### src/rtl/cpu_step_sequencer_if.sv
// Timing-side bundle between the step sequencer and the microcode groups.
// The sequencer owns the slave side; the control unit or a bench drives the
// master side.
interface cpu_step_sequencer_if;
    logic       i_T_Enable;
    logic       i_Wait;
    logic       i_IR_Fetch;
    logic [7:0] i_Data_Bus;
    logic [3:0] o_Cycle_Step;
    logic [2:0] o_M_Cycle;
    logic [7:0] o_IR;
    logic       o_MiscALU_Active;
    logic       o_Opcode_Bit3;
    logic       o_Fetch_Strobe;
    logic       o_Fault;

    modport master (
        output i_T_Enable, i_Wait, i_IR_Fetch, i_Data_Bus,
        input  o_Cycle_Step, o_M_Cycle, o_IR, o_MiscALU_Active,
               o_Opcode_Bit3, o_Fetch_Strobe, o_Fault
    );

    modport slave (
        input  i_T_Enable, i_Wait, i_IR_Fetch, i_Data_Bus,
        output o_Cycle_Step, o_M_Cycle, o_IR, o_MiscALU_Active,
               o_Opcode_Bit3, o_Fetch_Strobe, o_Fault
    );
endinterface

### src/rtl/cpu_step_sequencer.sv
// T-state / M-cycle sequencer for the per-group microcode interface.
// Rotates a one-hot step, counts M-cycles, latches the opcode on a fetch
// request at the M-cycle boundary and decodes the Misc-ALU group strobe.
module cpu_step_sequencer #(
    parameter int         MCYCLE_MAX   = 6,
    parameter logic [7:0] RESET_OPCODE = 8'h00
) (
    input  logic                 i_Clk,
    input  logic                 i_Reset_n,
    cpu_step_sequencer_if.slave  seq
);

    typedef enum logic [3:0] {
        STEP_T1 = 4'b0001,
        STEP_T2 = 4'b0010,
        STEP_T3 = 4'b0100,
        STEP_T4 = 4'b1000
    } step_t;

    localparam logic [2:0] M_LAST = 3'(MCYCLE_MAX - 1);

    step_t      step_q, step_d;
    logic [2:0] m_cycle_q, m_cycle_d;
    logic [7:0] ir_q, ir_d;
    logic       strobe_q, strobe_d;
    logic       fault_q, fault_d;

    logic       boundary;
    logic       last_mcycle;
    logic       load_ir;

    // State register: every piece of sequencer state, aborted by reset.
    // NOTE: sequential state uses non-blocking assignments so all registers
    // update together from pre-edge values, avoiding simulation races.
    always_ff @(posedge i_Clk or negedge i_Reset_n) begin
        if (!i_Reset_n) begin
            step_q    <= STEP_T1;
            m_cycle_q <= 3'd0;
            ir_q      <= RESET_OPCODE;
            strobe_q  <= 1'b0;
            fault_q   <= 1'b0;
        end else begin
            step_q    <= step_d;
            m_cycle_q <= m_cycle_d;
            ir_q      <= ir_d;
            strobe_q  <= strobe_d;
            fault_q   <= fault_d;
        end
    end

    // Next-state logic: step rotation, wait hold and M-cycle boundary actions.
    // NOTE: every variable gets a default first so no path leaves one
    // unassigned, which would otherwise infer a latch.
    always_comb begin
        step_d      = step_q;
        m_cycle_d   = m_cycle_q;
        ir_d        = ir_q;
        strobe_d    = 1'b0;
        fault_d     = fault_q;

        boundary    = seq.i_T_Enable && (step_q == STEP_T4) && !seq.i_Wait;
        last_mcycle = (m_cycle_q == M_LAST);
        load_ir     = boundary && (seq.i_IR_Fetch || last_mcycle);

        if (seq.i_T_Enable) begin
            case (step_q)
                STEP_T1: step_d = STEP_T2;
                STEP_T2: step_d = STEP_T3;
                STEP_T3: step_d = STEP_T4;
                STEP_T4: step_d = seq.i_Wait ? STEP_T4 : STEP_T1;
                default: step_d = STEP_T1;
            endcase
        end

        if (load_ir) begin
            // Requested fetch, or a runaway instruction forced back to fetch.
            ir_d      = seq.i_Data_Bus;
            m_cycle_d = 3'd0;
            strobe_d  = 1'b1;
            if (!seq.i_IR_Fetch) begin
                fault_d = 1'b1;
            end
        end else if (boundary) begin
            // Cannot pass M_LAST: that case is always taken by load_ir above.
            m_cycle_d = m_cycle_q + 3'd1;
        end
    end

    // Output logic: registered state plus the combinational group decode.
    always_comb begin
        seq.o_Cycle_Step     = step_q;
        seq.o_M_Cycle        = m_cycle_q;
        seq.o_IR             = ir_q;
        seq.o_Fetch_Strobe   = strobe_q;
        seq.o_Fault          = fault_q;
        seq.o_Opcode_Bit3    = ir_q[3];
        // 27/2F/37/3F, only in the first M-cycle of the instruction.
        seq.o_MiscALU_Active = (ir_q[7:5] == 3'b001) && (ir_q[2:0] == 3'b111)
                               && (m_cycle_q == 3'd0);
    end

endmodule

### src/flat_wrapper.sv
// flat-port wrapper written by rule: the top's interface ports become plain ports
module cpu_step_sequencer_flat 
#(
    parameter int         MCYCLE_MAX   = 6,
    parameter logic [7:0] RESET_OPCODE = 8'h00
)
  (i_Clk, i_Reset_n, seq_i_T_Enable, seq_i_Wait, seq_i_IR_Fetch, seq_i_Data_Bus, seq_o_Cycle_Step, seq_o_M_Cycle, seq_o_IR, seq_o_MiscALU_Active, seq_o_Opcode_Bit3, seq_o_Fetch_Strobe, seq_o_Fault);
  cpu_step_sequencer_if seq_i ();
  input  logic i_Clk;
  input  logic i_Reset_n;
  input wire logic [$bits(seq_i.i_T_Enable)-1:0] seq_i_T_Enable;
  input wire logic [$bits(seq_i.i_Wait)-1:0] seq_i_Wait;
  input wire logic [$bits(seq_i.i_IR_Fetch)-1:0] seq_i_IR_Fetch;
  input wire logic [$bits(seq_i.i_Data_Bus)-1:0] seq_i_Data_Bus;
  output wire logic [$bits(seq_i.o_Cycle_Step)-1:0] seq_o_Cycle_Step;
  output wire logic [$bits(seq_i.o_M_Cycle)-1:0] seq_o_M_Cycle;
  output wire logic [$bits(seq_i.o_IR)-1:0] seq_o_IR;
  output wire logic [$bits(seq_i.o_MiscALU_Active)-1:0] seq_o_MiscALU_Active;
  output wire logic [$bits(seq_i.o_Opcode_Bit3)-1:0] seq_o_Opcode_Bit3;
  output wire logic [$bits(seq_i.o_Fetch_Strobe)-1:0] seq_o_Fetch_Strobe;
  output wire logic [$bits(seq_i.o_Fault)-1:0] seq_o_Fault;
  assign seq_i.i_T_Enable = seq_i_T_Enable;
  assign seq_i.i_Wait = seq_i_Wait;
  assign seq_i.i_IR_Fetch = seq_i_IR_Fetch;
  assign seq_i.i_Data_Bus = seq_i_Data_Bus;
  assign seq_o_Cycle_Step = seq_i.o_Cycle_Step;
  assign seq_o_M_Cycle = seq_i.o_M_Cycle;
  assign seq_o_IR = seq_i.o_IR;
  assign seq_o_MiscALU_Active = seq_i.o_MiscALU_Active;
  assign seq_o_Opcode_Bit3 = seq_i.o_Opcode_Bit3;
  assign seq_o_Fetch_Strobe = seq_i.o_Fetch_Strobe;
  assign seq_o_Fault = seq_i.o_Fault;
  cpu_step_sequencer #(.MCYCLE_MAX(MCYCLE_MAX), .RESET_OPCODE(RESET_OPCODE)) u_core (.i_Clk(i_Clk), .i_Reset_n(i_Reset_n), .seq(seq_i));
endmodule
### config.mk
export PLATFORM = sky130hd
export DESIGN_NAME = cpu_step_sequencer_flat
export DESIGN_NICKNAME = d
export VERILOG_FILES = /design/src/rtl/cpu_step_sequencer_if.sv /design/src/rtl/cpu_step_sequencer.sv /design/src/flat_wrapper.sv
export SDC_FILE = /design/constraint.sdc
export NUM_CORES = 1
export LEC_CHECK = 0
export ABC_AREA = 0
export BUFFER_PORTS_ARGS = -buffer_cell sky130_fd_sc_hd__buf_2
export CORE_ASPECT_RATIO = 0.75
export CORE_MARGIN = 3
export CORE_UTILIZATION = 43
export CTS_CLUSTER_DIAMETER = 30
export DETAILED_ROUTE_END_ITERATION = 10
export GPL_TIMING_DRIVEN = 0
export PLACE_DENSITY_LB_ADDON = 0.12
export SLEW_MARGIN = 20
export SYNTH_ARGS = -nofsm -noshare
export SYNTH_HDL_FRONTEND = slang
export SYNTH_SLANG_ARGS = --single-unit
### constraint.sdc
create_clock -name i_Clk -period 1.75 [get_ports i_Clk]
set_clock_uncertainty 0.15 [all_clocks]
set_input_delay 0.0875 -clock i_Clk [delete_from_list [all_inputs] [get_ports i_Clk]]
set_output_delay 0.0875 -clock i_Clk [all_outputs]
set_load 0.02 [all_outputs]
After elaboration in Yosys (flattened, before gate mapping)

Cells that the tools add are included.

Flip-flop bits (word level): 17
Bits of input ports: 13
Output and inout port bits: 19
Logic and storage cells: 29

$add $sub $neg: 1
Eq/ne operators: 7
Multiplexer cells: 5
Bitwise logic cells: 1
Reduce and logical (&&, ||, !) cells: 10

Operator list:

| kind                | count |
|---|---|
| $pmux 4 s4          | 1 |
| $eq 3x3->1 const B  | 2 |
| $mux 3              | 2 |
| $logic_and 1x1->1   | 5 |
| $eq 4x1->1 const B  | 1 |
| $eq 4x2->1 const B  | 1 |
| $eq 4x3->1 const B  | 1 |
| $eq 4x4->1 const B  | 1 |
| $mux 4              | 1 |
| $add 3x1->3 const B | 1 |
| $eq 3x1->1 const B  | 1 |
| $logic_not 3->1     | 1 |
| $reduce_and 2->1    | 1 |
| $reduce_bool 2->1   | 1 |
| $logic_not 1->1     | 1 |
| $logic_or 1x1->1    | 1 |
| $mux 1              | 1 |
| $not 1->1           | 1 |

Depth between registers and ports, before layout

Word-level depth: 5
Gate-level depth with buffers: 6
Depth with buffers taken out: 5

Worst setup path before layout

Ideal clock, no wire load.

Kind: register to register
Start point: reg u_core.step_q[0], in the netlist u_core.seq.o_Cycle_Step[0]
End point: reg u_core.ir_q[0], in the netlist u_core.seq.o_IR[0]
Library setup time: 125 ps
Data arrival time: 1711 ps
Required time: 1475 ps
Slack: -236 ps
Stages on the path, launching flop included: 6
Path buffers: 2
Period minus slack after synthesis: 1986 ps
Cells stage by stage: dfstp_2 -> buf_6 -> or3b_1 -> or3_1 -> buf_6 -> mux2_4

Cells in the longest elaborated chain, start to end: 4

Ends and longest elaborated chain:

| what                           | RTL line                 | RTL |
|---|---|---|
| start: declaration             | cpu_step_sequencer.sv:22 | `step_t step_q, step_d;` |
| start signal: assignment       | cpu_step_sequencer.sv:43 | `step_q <= step_d;` |
| $eq 4x4->1                     | cpu_step_sequencer.sv:61 | `boundary = seq.i_T_Enable && (step_q == STEP_T4) && !seq.i_Wait;` |
| $logic_and 1x1->1 (2 in a row) | cpu_step_sequencer.sv:61 |  |
| $logic_and 1x1->1              | cpu_step_sequencer.sv:63 | `load_ir = boundary && (seq.i_IR_Fetch \|\| last_mcycle);` |
| end signal: assignment         | cpu_step_sequencer.sv:45 | `ir_q <= ir_d;` |
| end: declaration               | cpu_step_sequencer.sv:24 | `logic [7:0] ir_q, ir_d;` |

Every way passes these cells.
A chain may end at the register's enable or synchronous reset.

Final worst setup path

Start point: reg u_core.step_q[1], in the netlist u_core.seq.o_Cycle_Step[1]
End point: reg u_core.ir_q[6], in the netlist u_core.seq.o_IR[6]

Same word-level chain as after synthesis.

==> results.rst <==
.. list-table::
   :header-rows: 1

   * - Metric
     - Value
   * - Outcome
     - finished, violations left
   * - Failing checks
     - negative setup slack
   * - Clock tree buffer depth
     - 2
   * - Initial DRT Pass Iterations
     - 4
   * - Final Max Tran Viols
     - 0
   * - Nature of the critical path endpoint
     - register
   * - Top flip-flop cell by instance count after synthesis
     - sky130_fd_sc_hd__dfrtp_1
   * - Area leader, netlist
     - sky130_fd_sc_hd__dfrtp_1
   * - Pin count of the biggest net entering global routing
     - 18
   * - CP cell instances
     - or3b_4 -> or3_4 -> buf_6 -> mux2_4
   * - Count of unresolved DRC violations after routing
     - 0
   * - Starting DRC count in detailed routing
     - 17
   * - Fin crit period
     - 1.900 ns
   * - Final net count
     - 144
   * - FF-to-FF End
     - u_core.seq.o_IR[6]
   * - Initial antenna violation count
     - 0
   * - Register area
     - 430.4 µm²
   * - Starting density of the core
     - 47.94%
   * - Highest cell delay on the worst timing path
     - 0.41 ns
   * - Synthesized area
     - 873.3 µm²
   * - Max Cap Viol
     - 0
   * - Num CTS Buffers
     - 3
   * - Clock edge transition at the registers on the reported setup and hold paths
     - 0.09 ns
   * - TritonCTS clock tree
     - built
   * - Vias in the first global route
     - 744
   * - Congestion Overflow GR
     - 0
   * - Reg2reg setup slack
     - -0.15 ns
   * - Synthesis-to-finish area growth
     - 46.42%
   * - Unrepaired setup endpoints after global routing
     - yes
   * - Fillers
     - 140
   * - Type of the tightest min-delay check
     - input pin to register
   * - Worst-Margin Slew
     - 0.4001 ns
   * - Width of the die
     - 58.04 µm
   * - Util after Layout
     - 70.19%
   * - H-tree level count
     - 1
   * - Floorplan Core Area
     - 1822 µm²
   * - Core Rows
     - 13
   * - Global-route wire length before repair
     - 3.353 mm
   * - Arrival @ worst endpoint
     - 1.93 ns
   * - Headroom to the max-slew limit
     - 73.27%
   * - Instance count of the mapped netlist
     - 73
   * - Total negative slack for setup checks
     - -1.101 ns
   * - Maximum fanout along the worst path
     - 5
   * - Routed wire per std cell
     - 13.81 µm
   * - Die Y
     - 45.03 µm
   * - Total Wirelength
     - 2.057 mm
   * - Share of flip-flops with an asynchronous set or reset after synthesis
     - 100.0%
   * - Floorplan die area
     - 2614 µm²
   * - Critical path required time
     - 1.78 ns
   * - Count of different cell masters after synthesis
     - 28
   * - Routed via count divided by cell count
     - 5.074
   * - FF-to-FF Start
     - u_core.seq.o_Cycle_Step[1]
   * - Ratio of final minimum period to clock period
     - 108.6%
   * - Timing endpoint of the critical path
     - u_core.seq.o_IR[6]
   * - Most repeated cell in the gate-level netlist after synthesis
     - sky130_fd_sc_hd__dfrtp_1
   * - Leakage power of the design
     - 0.6715 nW
   * - Power density cells
     - 1436 nW/µm²
   * - Share of the yosys chip area belonging to registers
     - 48.85%
   * - Post-synth net total
     - 89
   * - Crit path setup slack, layout
     - -0.1502 ns
   * - Post-route total power
     - 0.001837 W
   * - Main area contributors after synthesis
     - sky130_fd_sc_hd__dfrtp_1, sky130_fd_sc_hd__mux2_4, sky130_fd_sc_hd__ha_1
   * - Avg Inst Size Synth
     - 11.96 µm²
   * - Post-synthesis register bit count
     - 17
   * - Critical path type
     - register to register
   * - Number of diodes
     - 0
   * - Proportion of layout cells with a drive suffix above 1
     - 48.03%
   * - Synth top area share
     - 45.85%
   * - Clock Tree Root
     - sky130_fd_sc_hd__clkbuf_4
   * - Clk_lat worst skew
     - 0.29 ns
   * - Port Buffer Count
     - 30
   * - Count of warnings emitted by yosys
     - 0
   * - Critical path's slowest cell
     - sky130_fd_sc_hd__dfrtp_2
   * - Commonest cells post-synth
     - sky130_fd_sc_hd__dfrtp_1, sky130_fd_sc_hd__inv_1, sky130_fd_sc_hd__mux2_4
   * - Antenna viol nets, final
     - 0
   * - Critical path launch point
     - u_core.seq.o_Cycle_Step[1]
   * - Total Routing Usage GR
     - 17.43%
   * - Half-perimeter wire length after detailed placement
     - 1.306 mm
   * - Global placer's final weighted congestion
     - 0.7927
   * - Final Setup Violations
     - 8
   * - Top-level port count
     - 32
   * - Count of flip-flops with a built-in enable after synthesis
     - 0
   * - Hold Vio Cnt, Final
     - 0
   * - Count of vias placed by the detailed router
     - 756
   * - Kind of start point of the critical path
     - register
   * - Worst vdd rail ir drop
     - 0.9485 mV
   * - Worst R2R Path Depth
     - 4
   * - Area occupied by multi-input gates
     - 390.4 µm²
   * - Number of clock sinks
     - 17
   * - Fmax
     - 0.5263 GHz
   * - Fin Hold WS
     - 0.01646 ns
layer usage:
metal / track usage, % / vias up / wire length [µm]
li1: - / 367 / -
met1: 20.39 / 360 / 872
met2: 31.08 / 27 / 1048
met3: 5.143 / 2 / 122
met4: 5.556 / 0 / 12
met5: 0 / - / 0
cell families (layout without fill, tap and decap cells):
family                   after synthesis  count (layout)  synth area share (%)
AND/OR/NAND/NOR                       18              18                 14.19
flip-flops                            17              17                 48.85
AO/OA/AOI/OAI                         14              14                 9.887
buffers and inverters                 12              66                 7.736
multiplexers                           9               9                 15.04
adder cells (fa/ha/maj)                3               3                 4.298
power breakdown:
group          internal [W]  switching, W  leakage, nW  total [W]
sequential         0.000554      0.000126        0.217   0.000680
clock             0.0000886      0.000118       0.0150   0.000206
combinational      0.000457      0.000493        0.440   0.000951
total               0.00110      0.000737        0.672    0.00184
how the worst min path moves through the flow:
stage | from | to | depth (start not counted)
after floorplan | i_Reset_n | u_core.seq.o_Cycle_Step[1] | 0
after global placement | i_Reset_n | u_core.seq.o_IR[0] | 1
after detailed placement | i_Reset_n | u_core.seq.o_IR[0] | 1
after CTS | seq_i_T_Enable | u_core.seq.o_Cycle_Step[3] | 4
after global routing | seq_i_T_Enable | u_core.seq.o_Cycle_Step[3] | 4
final | seq_i_T_Enable | u_core.seq.o_Cycle_Step[3] | 4
per-stage QoR:
step                std cells  setup WS (ns)  cell area, µm²
finish                    149        -0.1502            1279
global route              149        -0.1822            1279
CTS                       147        -0.1330            1256
detailed placement        125        -0.1942            1055
global placement          125        -0.1853            1055
floorplan                  73        -0.1726           877.1
registers in the layout, summed over array words and instances, names as in the netlist:
name,cells
u_core.seq.o_M_Cycle,3
u_core.seq.o_Fault,1
u_core.seq.o_Fetch_Strobe,1
u_core.seq.o_Cycle_Step,4
u_core.seq.o_IR,8
placed cells by master, fill, tap and decap left out, types with 2 or more instances in the layout:
cell type / n
sky130_fd_sc_hd__o21ai_0: 6
sky130_fd_sc_hd__buf_4: 8
sky130_fd_sc_hd__ha_1: 3
sky130_fd_sc_hd__buf_2: 30
sky130_fd_sc_hd__nand2_1: 2
sky130_fd_sc_hd__buf_6: 3
sky130_fd_sc_hd__nor2_1: 2
sky130_fd_sc_hd__dlygate4sd3_1: 13
sky130_fd_sc_hd__mux2_4: 8
sky130_fd_sc_hd__dfrtp_1: 13
sky130_fd_sc_hd__nor3b_1: 2
sky130_fd_sc_hd__clkbuf_4: 3
sky130_fd_sc_hd__nand4b_1: 2
sky130_fd_sc_hd__inv_1: 8
sky130_fd_sc_hd__nand4_1: 2
sky130_fd_sc_hd__dfrtp_2: 3
worst max-delay path, delay by kind of cell (launching register included):
family	cells	cell delay [ns]
flops	1	0.41
simple gates	2	0.78
buf+inv	1	0.15
mux	1	0.30
final cells by class:
type | instances | share of cell area (%)
flip-flops and latches | 17 | 33.66
multi-input cells | 44 | 30.53
repair buffers | 51 | 27.20
inverters | 8 | 2.348
well taps | 22 | 2.153
clock buffers | 4 | 2.055
plain buffers | 3 | 2.055
timing repair:
item / in CTS / in global routing
gates cloned: 1 / 0
gates resized for setup: 4 / 2
setup endpoints to repair: 8 / 10
endpoints found under the hold margin: 30 / 0
setup buffers: 5 / 2
pin swaps: 2 / 0
hold buffers: 13 / 0
No activity file was read; power rests on OpenSTA's default activity.
